==> src/rtl/lut_ram_arb_pkg.sv <==
// Shared types and the round-robin pick helper for the LUT RAM arbiter.
// Request payload struct is built by a width-parameterised macro.
`ifndef LUT_RAM_ARB_PKG_SV
`define LUT_RAM_ARB_PKG_SV

`define LUT_RAM_ARB_REQ_T(AW, DW) \
  struct packed { \
    logic            we; \
    logic [(AW)-1:0] addr; \
    logic [(DW)-1:0] wdata; \
  }

package lut_ram_arb_pkg;

  localparam int XLEN        = 32;
  localparam int DEF_NUM_REQ = 2;
  localparam int DEF_DEPTH   = 1024;
  localparam int DEF_ADDR_W  = $clog2(DEF_DEPTH);
  localparam int MAX_REQ     = 8;

  typedef `LUT_RAM_ARB_REQ_T(DEF_ADDR_W, XLEN) arb_req_t;

  // One-hot pick of the first valid index at or after ptr, wrapping at n.
  function automatic logic [MAX_REQ-1:0] rr_pick(
    input logic [MAX_REQ-1:0] valid,
    input logic [2:0]         ptr,
    input int                 n
  );
    logic [MAX_REQ-1:0] g;
    logic [2:0]         idx;
    g = '0;
    for (int k = 0; k < MAX_REQ; k++) begin
      idx = 3'((int'(ptr) + k) % n);
      if (k < n && g == '0 && valid[idx])
        g[idx] = 1'b1;
    end
    return g;
  endfunction

endpackage

`endif

==> src/rtl/lut_ram_arb_if.sv <==
// Requester-side handshake and response bundle for lut_ram_arbiter.
// master = requester side, slave = arbiter side.
interface lut_ram_arb_if #(
  parameter int NUM_REQ   = 2,
  parameter int LUT_WIDTH = 32,
  parameter int ADDR_W    = 10,
  parameter int ID_W      = 1
);

  logic [NUM_REQ-1:0]                req_valid;
  logic [NUM_REQ-1:0]                req_ready;
  logic [NUM_REQ-1:0]                req_we;
  logic [NUM_REQ-1:0][ADDR_W-1:0]    req_addr;
  logic [NUM_REQ-1:0][LUT_WIDTH-1:0] req_wdata;

  logic                 resp_valid;
  logic [ID_W-1:0]      resp_id;
  logic [LUT_WIDTH-1:0] resp_rdata;
  logic                 resp_err;

  modport master (
    output req_valid, req_we, req_addr, req_wdata,
    input  req_ready,
    input  resp_valid, resp_id, resp_rdata, resp_err
  );

  modport slave (
    input  req_valid, req_we, req_addr, req_wdata,
    output req_ready,
    output resp_valid, resp_id, resp_rdata, resp_err
  );

endinterface

==> src/rtl/lut_ram_rr_arb.sv <==
// Grant logic and pointer register for lut_ram_arbiter.
// LUT_RAM_ARB_FIXED_PRIO_EN selects fixed priority (lowest index wins).
module lut_ram_rr_arb
  import lut_ram_arb_pkg::*;
#(
  parameter int NUM_REQ = DEF_NUM_REQ
) (
  input  logic               clk,
  input  logic               rst_n,
  input  logic [NUM_REQ-1:0] valid,
  output logic [NUM_REQ-1:0] grant
);

  logic [2:0]         r_ptr;
  logic [MAX_REQ-1:0] w_v8;

  always_comb begin
    w_v8 = '0;
    w_v8[NUM_REQ-1:0] = valid;
  end

  assign grant = rst_n
    ? NUM_REQ'(rr_pick(w_v8, r_ptr, NUM_REQ))
    : '0;

`ifdef LUT_RAM_ARB_FIXED_PRIO_EN
  // Pointer parked at zero: search always starts at index 0.
  always_ff @(posedge clk) begin
    r_ptr <= '0;
  end
`else
  logic [2:0] w_nxt;

  always_comb begin
    w_nxt = r_ptr;
    for (int i = 0; i < NUM_REQ; i++)
      if (grant[i])
        w_nxt = (i == NUM_REQ - 1) ? 3'd0 : 3'(i + 1);
  end

  always_ff @(posedge clk) begin
    if (!rst_n)
      r_ptr <= '0;
    else
      r_ptr <= w_nxt;
  end
`endif

endmodule

==> src/rtl/lut_ram_arbiter.sv <==
// Shares one lut_ram (sync write, comb read) among NUM_REQ requesters.
// Optional macro: LUT_RAM_ARB_FIXED_PRIO_EN (fixed priority instead of RR).
module lut_ram_arbiter
  import lut_ram_arb_pkg::*;
#(
  parameter int NUM_REQ   = DEF_NUM_REQ,
  parameter int LUT_WIDTH = XLEN,
  parameter int LUT_DEPTH = DEF_DEPTH,
  parameter int ADDR_W    = $clog2(LUT_DEPTH),
  parameter int ID_W      = (NUM_REQ > 1) ? $clog2(NUM_REQ) : 1
) (
  input  logic                 clk,
  input  logic                 rst_n,
  lut_ram_arb_if.slave         bus,
  output logic                 lut_wr_en,
  output logic [ADDR_W-1:0]    lut_wr_addr,
  output logic [ADDR_W-1:0]    lut_rd_addr,
  output logic [LUT_WIDTH-1:0] lut_wr_data,
  input  logic [LUT_WIDTH-1:0] lut_rd_data
);

  typedef `LUT_RAM_ARB_REQ_T(ADDR_W, LUT_WIDTH) req_t;

  logic [NUM_REQ-1:0] w_grant;
  logic               w_any;
  logic [ID_W-1:0]    w_gidx;
  req_t               w_sel;
  logic               w_inr;

  logic                 r_valid;
  logic [ID_W-1:0]      r_id;
  logic [LUT_WIDTH-1:0] r_rdata;
  logic                 r_err;

  lut_ram_rr_arb #(
    .NUM_REQ (NUM_REQ)
  ) u_arb (
    .clk   (clk),
    .rst_n (rst_n),
    .valid (bus.req_valid),
    .grant (w_grant)
  );

  // Winner mux; all-zero payload when nothing is granted.
  always_comb begin
    w_gidx = '0;
    w_sel  = '0;
    for (int i = 0; i < NUM_REQ; i++) begin
      if (w_grant[i]) begin
        w_gidx      = ID_W'(i);
        w_sel.we    = bus.req_we[i];
        w_sel.addr  = bus.req_addr[i];
        w_sel.wdata = bus.req_wdata[i];
      end
    end
  end

  assign w_any = |w_grant;
  assign w_inr = 32'(w_sel.addr) < 32'(LUT_DEPTH);

  assign bus.req_ready = w_grant;

  assign lut_wr_en   = w_any & w_sel.we & w_inr;
  assign lut_wr_addr = w_sel.addr;
  assign lut_wr_data = w_sel.wdata;
  assign lut_rd_addr = w_inr ? w_sel.addr : '0;

  always_ff @(posedge clk) begin
    if (!rst_n) begin
      r_valid <= 1'b0;
      r_id    <= '0;
      r_rdata <= '0;
      r_err   <= 1'b0;
    end else if (w_any) begin
      r_valid <= 1'b1;
      r_id    <= w_gidx;
      r_rdata <= w_inr ? lut_rd_data : '0;
      r_err   <= ~w_inr;
    end else begin
      r_valid <= 1'b0;
      r_err   <= 1'b0;
    end
  end

  assign bus.resp_valid = r_valid;
  assign bus.resp_id    = r_id;
  assign bus.resp_rdata = r_rdata;
  assign bus.resp_err   = r_err;

endmodule

==> src/flat_wrapper.sv <==
// flat-port wrapper written by rule: the top's interface ports become plain ports
module lut_ram_arbiter_flat import lut_ram_arb_pkg::*;
#(
  parameter int NUM_REQ   = DEF_NUM_REQ,
  parameter int LUT_WIDTH = XLEN,
  parameter int LUT_DEPTH = DEF_DEPTH,
  parameter int ADDR_W    = $clog2(LUT_DEPTH),
  parameter int ID_W      = (NUM_REQ > 1) ? $clog2(NUM_REQ) : 1
)
  (clk, rst_n, lut_wr_en, lut_wr_addr, lut_rd_addr, lut_wr_data, lut_rd_data, bus_req_valid, bus_req_we, bus_req_addr, bus_req_wdata, bus_req_ready, bus_resp_valid, bus_resp_id, bus_resp_rdata, bus_resp_err);
  lut_ram_arb_if #(.NUM_REQ(NUM_REQ), .LUT_WIDTH(LUT_WIDTH), .ADDR_W(ADDR_W), .ID_W(ID_W)) bus_i ();
  input  logic clk;
  input  logic rst_n;
  output logic lut_wr_en;
  output logic [ADDR_W-1:0] lut_wr_addr;
  output logic [ADDR_W-1:0] lut_rd_addr;
  output logic [LUT_WIDTH-1:0] lut_wr_data;
  input  logic [LUT_WIDTH-1:0] lut_rd_data;
  input wire logic [$bits(bus_i.req_valid)-1:0] bus_req_valid;
  input wire logic [$bits(bus_i.req_we)-1:0] bus_req_we;
  input wire logic [$bits(bus_i.req_addr)-1:0] bus_req_addr;
  input wire logic [$bits(bus_i.req_wdata)-1:0] bus_req_wdata;
  output wire logic [$bits(bus_i.req_ready)-1:0] bus_req_ready;
  output wire logic [$bits(bus_i.resp_valid)-1:0] bus_resp_valid;
  output wire logic [$bits(bus_i.resp_id)-1:0] bus_resp_id;
  output wire logic [$bits(bus_i.resp_rdata)-1:0] bus_resp_rdata;
  output wire logic [$bits(bus_i.resp_err)-1:0] bus_resp_err;
  assign bus_i.req_valid = bus_req_valid;
  assign bus_i.req_we = bus_req_we;
  assign bus_i.req_addr = bus_req_addr;
  assign bus_i.req_wdata = bus_req_wdata;
  assign bus_req_ready = bus_i.req_ready;
  assign bus_resp_valid = bus_i.resp_valid;
  assign bus_resp_id = bus_i.resp_id;
  assign bus_resp_rdata = bus_i.resp_rdata;
  assign bus_resp_err = bus_i.resp_err;
  lut_ram_arbiter #(.NUM_REQ(NUM_REQ), .LUT_WIDTH(LUT_WIDTH), .LUT_DEPTH(LUT_DEPTH), .ADDR_W(ADDR_W), .ID_W(ID_W)) u_core (.clk(clk), .rst_n(rst_n), .bus(bus_i), .lut_wr_en(lut_wr_en), .lut_wr_addr(lut_wr_addr), .lut_rd_addr(lut_rd_addr), .lut_wr_data(lut_wr_data), .lut_rd_data(lut_rd_data));
endmodule
==> config.mk <==
export PLATFORM = sky130hd
export DESIGN_NAME = lut_ram_arbiter_flat
export DESIGN_NICKNAME = d
export VERILOG_FILES = /design/src/rtl/lut_ram_arb_pkg.sv /design/src/rtl/lut_ram_arb_if.sv /design/src/rtl/lut_ram_rr_arb.sv /design/src/rtl/lut_ram_arbiter.sv /design/src/flat_wrapper.sv
export SDC_FILE = /design/constraint.sdc
export NUM_CORES = 1
export LEC_CHECK = 0
export ABC_AREA = 1
export ABC_CLOCK_PERIOD_IN_PS = 2400
export BUFFER_PORTS_ARGS = -buffer_cell sky130_fd_sc_hd__buf_2
export CAP_MARGIN = 20
export CORE_AREA = 4 4 81 83
export DETAILED_ROUTE_END_ITERATION = 8
export DIE_AREA = 0 0 85 87
export MAX_ROUTING_LAYER = met4
export PLACE_DENSITY = 0.88
export SYNTH_ARGS = -nofsm -noshare
export SYNTH_HDL_FRONTEND = slang
export SYNTH_HIERARCHICAL = 1
export SYNTH_SLANG_ARGS = --single-unit
export TNS_END_PERCENT = 50
==> constraint.sdc <==
create_clock -name clk -period 2.4 [get_ports clk]
set_input_delay 0.48 -clock clk [delete_from_list [all_inputs] [get_ports clk]]
set_output_delay 0.48 -clock clk [all_outputs]
set_load 0.05 [all_outputs]
Word level (Yosys, flattened, before mapping) --
Cells that the tools add are included.
Operators by class: bitwise logic cells 4, reduce and logical (&&, ||, !) cells 6, order comparisons 4, muxes and demuxes 15, add/subtract/negate cells 1
Operator list (count):
- 43-bit two-way mux | 2
- 8-bit zero test | 1
- 1-bit two-way mux | 7
- 2-bit two-way mux | 3
- 1-bit by 4-bit less-than comparator with 1-bit output (second input constant) | 1
- 3-bit by 4-bit less-than comparator with 1-bit output (second input constant) | 1
- 2-bit OR reduction | 2
- 3-bit by 1-bit >= comparator with 1-bit output (second input constant) | 1
- 1-bit logical AND | 3
- 1-bit binary-select mux with 2-bit select | 1
- 1-bit demux with 2-bit select | 1
- 2-bit OR | 1
- 1-bit adder (second input constant) | 1
- 1-bit bitwise AND | 1
- 1-bit bitwise AND (first input constant) | 1
- 1-bit demux with 1-bit select | 1
- 1-bit >= comparator (second input constant) | 1
- 1-bit inverter | 1
Word-level totals: output and inout bits 90, flip-flop bits (word level) 35, input bits 122

Logic depth before layout (Yosys ltp) --
depth after elaboration 12, gate-level depth with buffers 10, depth with buffers taken out 7

Modules after synthesis --
The synthesis kept the hierarchy.
Modules (own cells, without submodules):
- lut_ram_arbiter | instances 1, cells each 362, area each 2030.7 um^2
- lut_ram_rr_arb | instances 1, cells each 10, area each 53.8 um^2

Worst setup path before layout --
Ideal clock, no wire load.
path type in2out, start point input bus_req_valid[1], end point output lut_wr_addr[0], buffers on the path 2, data arrival time 2.639 ns, cell stages on the path 9, required time 1.920 ns, setup slack -0.719 ns, cells stage by stage nand2_1 nand2_1 nor2_1 inv_1 nor2_2 buf_4 nand2_1 nand2_1 buf_4
On the way: cells in the longest elaborated chain, start to end 9, elaborated cells between the ends (all ways) 12
RTL lines:
- start, declared | line flat_wrapper.sv:19 | input wire logic [$bits(bus_i.req_valid)-1:0] bus_req_valid;
- 1-bit two-way mux (not written as such) (2 in a row) | line lut_ram_arb_pkg.sv:34 | if (k < n && g == '0 && valid[idx])
- 2-bit two-way mux | line lut_ram_arb_pkg.sv:34
- 8-bit zero test | line lut_ram_arb_pkg.sv:34
- 1-bit logical AND | line lut_ram_arb_pkg.sv:34
- 2-bit two-way mux * | line lut_ram_arb_pkg.sv:34
- 2-bit two-way mux * | line lut_ram_rr_arb.sv:23 | ? NUM_REQ'(rr_pick(w_v8, r_ptr, NUM_REQ))
- named net bus_req_ready[0] | line flat_wrapper.sv:23 | output wire logic [$bits(bus_i.req_ready)-1:0] bus_req_ready;
- 43-bit two-way mux * (2 in a row) | line lut_ram_arbiter.sv:49 | if (w_grant[i]) begin
- end, declared | line flat_wrapper.sv:15 | output logic [ADDR_W-1:0] lut_wr_addr;
The timed path passes the listed nets; every way through them passes the cells marked *. The select of a mux whose other input is x is not followed.

Worst setup path in the final report --
start point register u_core.u_arb.r_ptr[0], end point output lut_wr_addr[8]
On the way: cells in the longest elaborated chain, start to end 11, elaborated cells between the ends (all ways) 24
RTL lines:
- start, declared | line lut_ram_rr_arb.sv:14 | logic [2:0] r_ptr;
- start signal, assigned | line lut_ram_rr_arb.sv:45 | r_ptr <= w_nxt;
- 1-bit adder (tied with other cells) | line lut_ram_arb_pkg.sv:33 | idx = 3'((int'(ptr) + k) % n);
- 1-bit bitwise AND (no source line) / 1-bit logical AND (equally long branches)
- 3-bit by 4-bit less-than comparator with 1-bit output (not written as such) (tied with other cells) | line lut_ram_arb_pkg.sv:35 | g[idx] = 1'b1;
- 1-bit logical AND (not written as such) / 1-bit demux with 1-bit select (equally long branches) | line lut_ram_arb_pkg.sv:35
- 1-bit two-way mux (not written as such) / 2-bit two-way mux (equally long branches) | line lut_ram_arb_pkg.sv:35, lut_ram_arb_pkg.sv:34
- 1-bit demux with 2-bit select / 8-bit zero test (equally long branches) | line lut_ram_arb_pkg.sv:35, lut_ram_arb_pkg.sv:34
- 2-bit OR (no source line) / 1-bit logical AND (equally long branches)
- 2-bit two-way mux * | line lut_ram_arb_pkg.sv:34
- 2-bit two-way mux * | line lut_ram_rr_arb.sv:23
- 43-bit two-way mux | line lut_ram_arbiter.sv:49
- 43-bit two-way mux * | line lut_ram_arbiter.sv:49
Every way passes the cells marked *; elsewhere a longest branch is shown, timed or not. The select of a mux whose other input is x is not followed.

==> flow_metrics.tcl <==
set metrics [dict create \
    run_status "completed" \
    synthFlopType "sky130_fd_sc_hd__dfxtp_1" \
    worstPathMaxFanout 43 \
    die-height_microns 87 \
    async_set_or_reset_register_ratio_after_synthesis_pct 0 \
    die_area_sq_mm 0.007395 \
    grt-ovfl-total 0 \
    drtIter0Drc 62 \
    viasPerCell 4.239 \
    placed_cells 630 \
    power_per_cell_area_mw_per_mm2 613.4 \
    max_cap_check_violation_count 0 \
    grt.total_usage_pct 18.44 \
    dp_hpwl_microns 5817 \
    areaGrowthSynthToFinish_pct 59.72 \
    dominant_cell_type_by_area_after_synthesis "sky130_fd_sc_hd__nand2_1" \
    critPathKind "register to primary output" \
    ys_ff_latch 35 \
    clock_sink_count 35 \
    synth.cell_area_sq_mm 0.002084 \
    ant_nets 0 \
    numPortBuffers 210 \
    first_global_vias 2572 \
    grt_first_pass_wirelength_microns 10870 \
    maximum_operating_frequency_mhz 440.6 \
    i_o_pin_count 212 \
    ctsLongestPathBuffers 2 \
    worst_hold_path_type "input port to register" \
    worstPathRequired_ps 1920 \
    synth.avg_cell_area_sq_um 5.603 \
    synth_sequential_area_ratio_pct 33.61 \
    instances_no_fill 637 \
    clock_insertion_delay_worst_skew_ps 280 \
    leakage_power_total_nw 2.151 \
    vias 2700 \
    syn_inst 372 \
    reg_to_reg_start "u_core/u_arb/r_ptr[0]$_SDFFE_PP0P_" \
    total_detailed_routing_wirelength_microns 7115 \
    end_kind "primary output" \
    post_drt_wl_per_cell_microns 11.17 \
    cts_tree "yes" \
    antenna_found_initial 0 \
    pin_count_of_the_biggest_net_entering_global_routing 66 \
    max-vdd-ir-drop_uv 458.0 \
    gp_congestion 0.7993 \
    ys_warn_count 6 \
    fillCellCount 555 \
    design.core.area_sq_mm 0.005851 \
    cts_max_level 2 \
    drt_pre_antenna_iters 6 \
    groute.layer.met3.usage_pct 4.068 \
    report.final.hold_viol_count 0 \
    cts_buffers 5 \
    timing_max_transition_violations_final 0 \
    placement.cell_area_sq_mm 0.003213 \
    fin_worst_skew_ps 7.723 \
    num_rows 28 \
    top_usage_layer "met2" \
    timing.hold.worst.start "lut_rd_data[28]" \
    synth.cells.most_frequent "sky130_fd_sc_hd__nand2_1 (196), sky130_fd_sc_hd__nor2_1 (71), sky130_fd_sc_hd__dfxtp_1 (35), sky130_fd_sc_hd__inv_1 (35), sky130_fd_sc_hd__buf_4 (16)" \
    yosys.area.top_type_share_pct 35.29 \
    clk_root_buffer_cell "sky130_fd_sc_hd__clkbuf_8" \
    synth_enable_flop_cells 0 \
    die_w_microns 85 \
    critPathArrivalTime_ps 1790 \
    synth.most_common_cell "sky130_fd_sc_hd__nand2_1" \
    finalSetupTns_ps 0 \
    postLayoutCellArea_sq_mm 0.003329 \
    finalNetCount 684 \
    worst_setup_path_start_kind "register" \
    layout_cell_share_with_drive_strength_beyond_1_pct 41.81 \
    drt_drc_violations_left 0 \
    fin_crit_ps 2269 \
    initial_core_util_pct 35.63 \
    rsz0062_at_grt "yes" \
    setup_viol 0 \
    grtUsageMet1_pct 19.87 \
    final_min_period_over_clock_period_pct 94.56 \
    worst_setup_path_startpoint "u_core/u_arb/r_ptr[0]$_SDFFE_PP0P_" \
    gr-usage-met2_pct 31.78 \
    postSynthNetCount 494 \
    yosys.cell_types.count 13 \
    synth_area_leaders "sky130_fd_sc_hd__nand2_1 (35%), sky130_fd_sc_hd__dfxtp_1 (34%), sky130_fd_sc_hd__nor2_1 (13%), sky130_fd_sc_hd__inv_1 (6.3%), sky130_fd_sc_hd__buf_4 (5.8%)" \
    antennaDiodeCount 0 \
    clk_pin_slew_ps 70 \
]
==> layer usage <==
layer	vias to the layer above	wire length, microns
li1	1431	-
met1	1133	2783
met2	122	3534
met3	14	544
met4	0	253
met5	-	0
==> power breakdown <==
part	switching, mW	total [mW]	internal, mW	leakage (nW)
logic	0.637	0.881	0.244	1.81
clock network	0.200	0.503	0.303	0.0502
registers	0.0241	0.658	0.634	0.290
total	0.861	2.04	1.18	2.15
==> sequential cells by signal (all words and copies together), names as in the netlist <==
signal	count
u_core/bus.resp_id	1
u_core/bus.resp_rdata	32
u_core/u_arb/r_ptr	1
u_core/bus.resp_valid	1
==> metrics by stage <==
step / hold WS [ps] / power [mW] / util, % / setup WS (ps)
after floorplan: 473.3 / 1.319 / - / -47.56
after global placement: 492.0 / 1.537 / 54.92 / 212.7
after detailed placement: 497.0 / 1.553 / 54.92 / 156.3
after CTS: 408.5 / 2.073 / 56.74 / 118.1
after global routing: 403.5 / 2.170 / 56.91 / -3.441
final: 422.2 / 2.042 / 56.91 / 130.6
==> worst max-delay path, cell delays in order (launching register included) <==
cell                      delay, ps
sky130_fd_sc_hd__dfxtp_1        330
sky130_fd_sc_hd__nand2_1         60
sky130_fd_sc_hd__nand2_1         90
sky130_fd_sc_hd__nor2_4         140
sky130_fd_sc_hd__inv_1           80
sky130_fd_sc_hd__nor2_2         130
sky130_fd_sc_hd__buf_12         210
sky130_fd_sc_hd__nand2_1        130
sky130_fd_sc_hd__nand2_4         80
sky130_fd_sc_hd__buf_2          260
==> placed cells by master (no fill, tap or decap), drive strengths merged <==
cell type,Yosys,layout
buf,25,210
clkinvlp,0,1
dfxtp,35,35
inv,35,35
nor2,73,73
clkbuf,6,9
a21oi,1,1
conb,1,1
nand2,196,196
bufinv,0,1
==> final cells by class <==
cell class / count / area [sq um] / area share (%)
inverters: 35 / 131.4 / 3.946
multi-input cells: 271 / 1109 / 33.30
repair buffers: 214 / 1189 / 35.70
flip-flops and latches: 35 / 700.7 / 21.04
clock inverters: 2 / 37.54 / 1.127
clock buffers: 5 / 68.82 / 2.067
well taps: 75 / 93.84 / 2.818
==> timing repair <==
item                       CTS  global route
hold buffers                 0             0
setup endpoints to repair    0             6
resized for setup            0             4
setup buffers                0             0
==> path summary, 6_finish.rpt <==
check                                      endpoint  depth (start not counted)  slack [ps]
min          u_core/bus.resp_rdata[28]$_SDFFE_PN0P_                          3         420
max reg2reg   u_core/bus.resp_rdata[4]$_SDFFE_PN0P_                          8         910
min reg2reg  u_core/bus.resp_rdata[17]$_SDFFE_PN0P_                          4         510
max                                  lut_wr_addr[8]                          9         130
==> cells by family after synthesis <==
group / synth area share [%]
compound gates: 0.2399
flops: 33.61
other cells: 0.1799
simple gates: 48.92
buf+inv: 17.05
(Power assumes the default switching activity.)
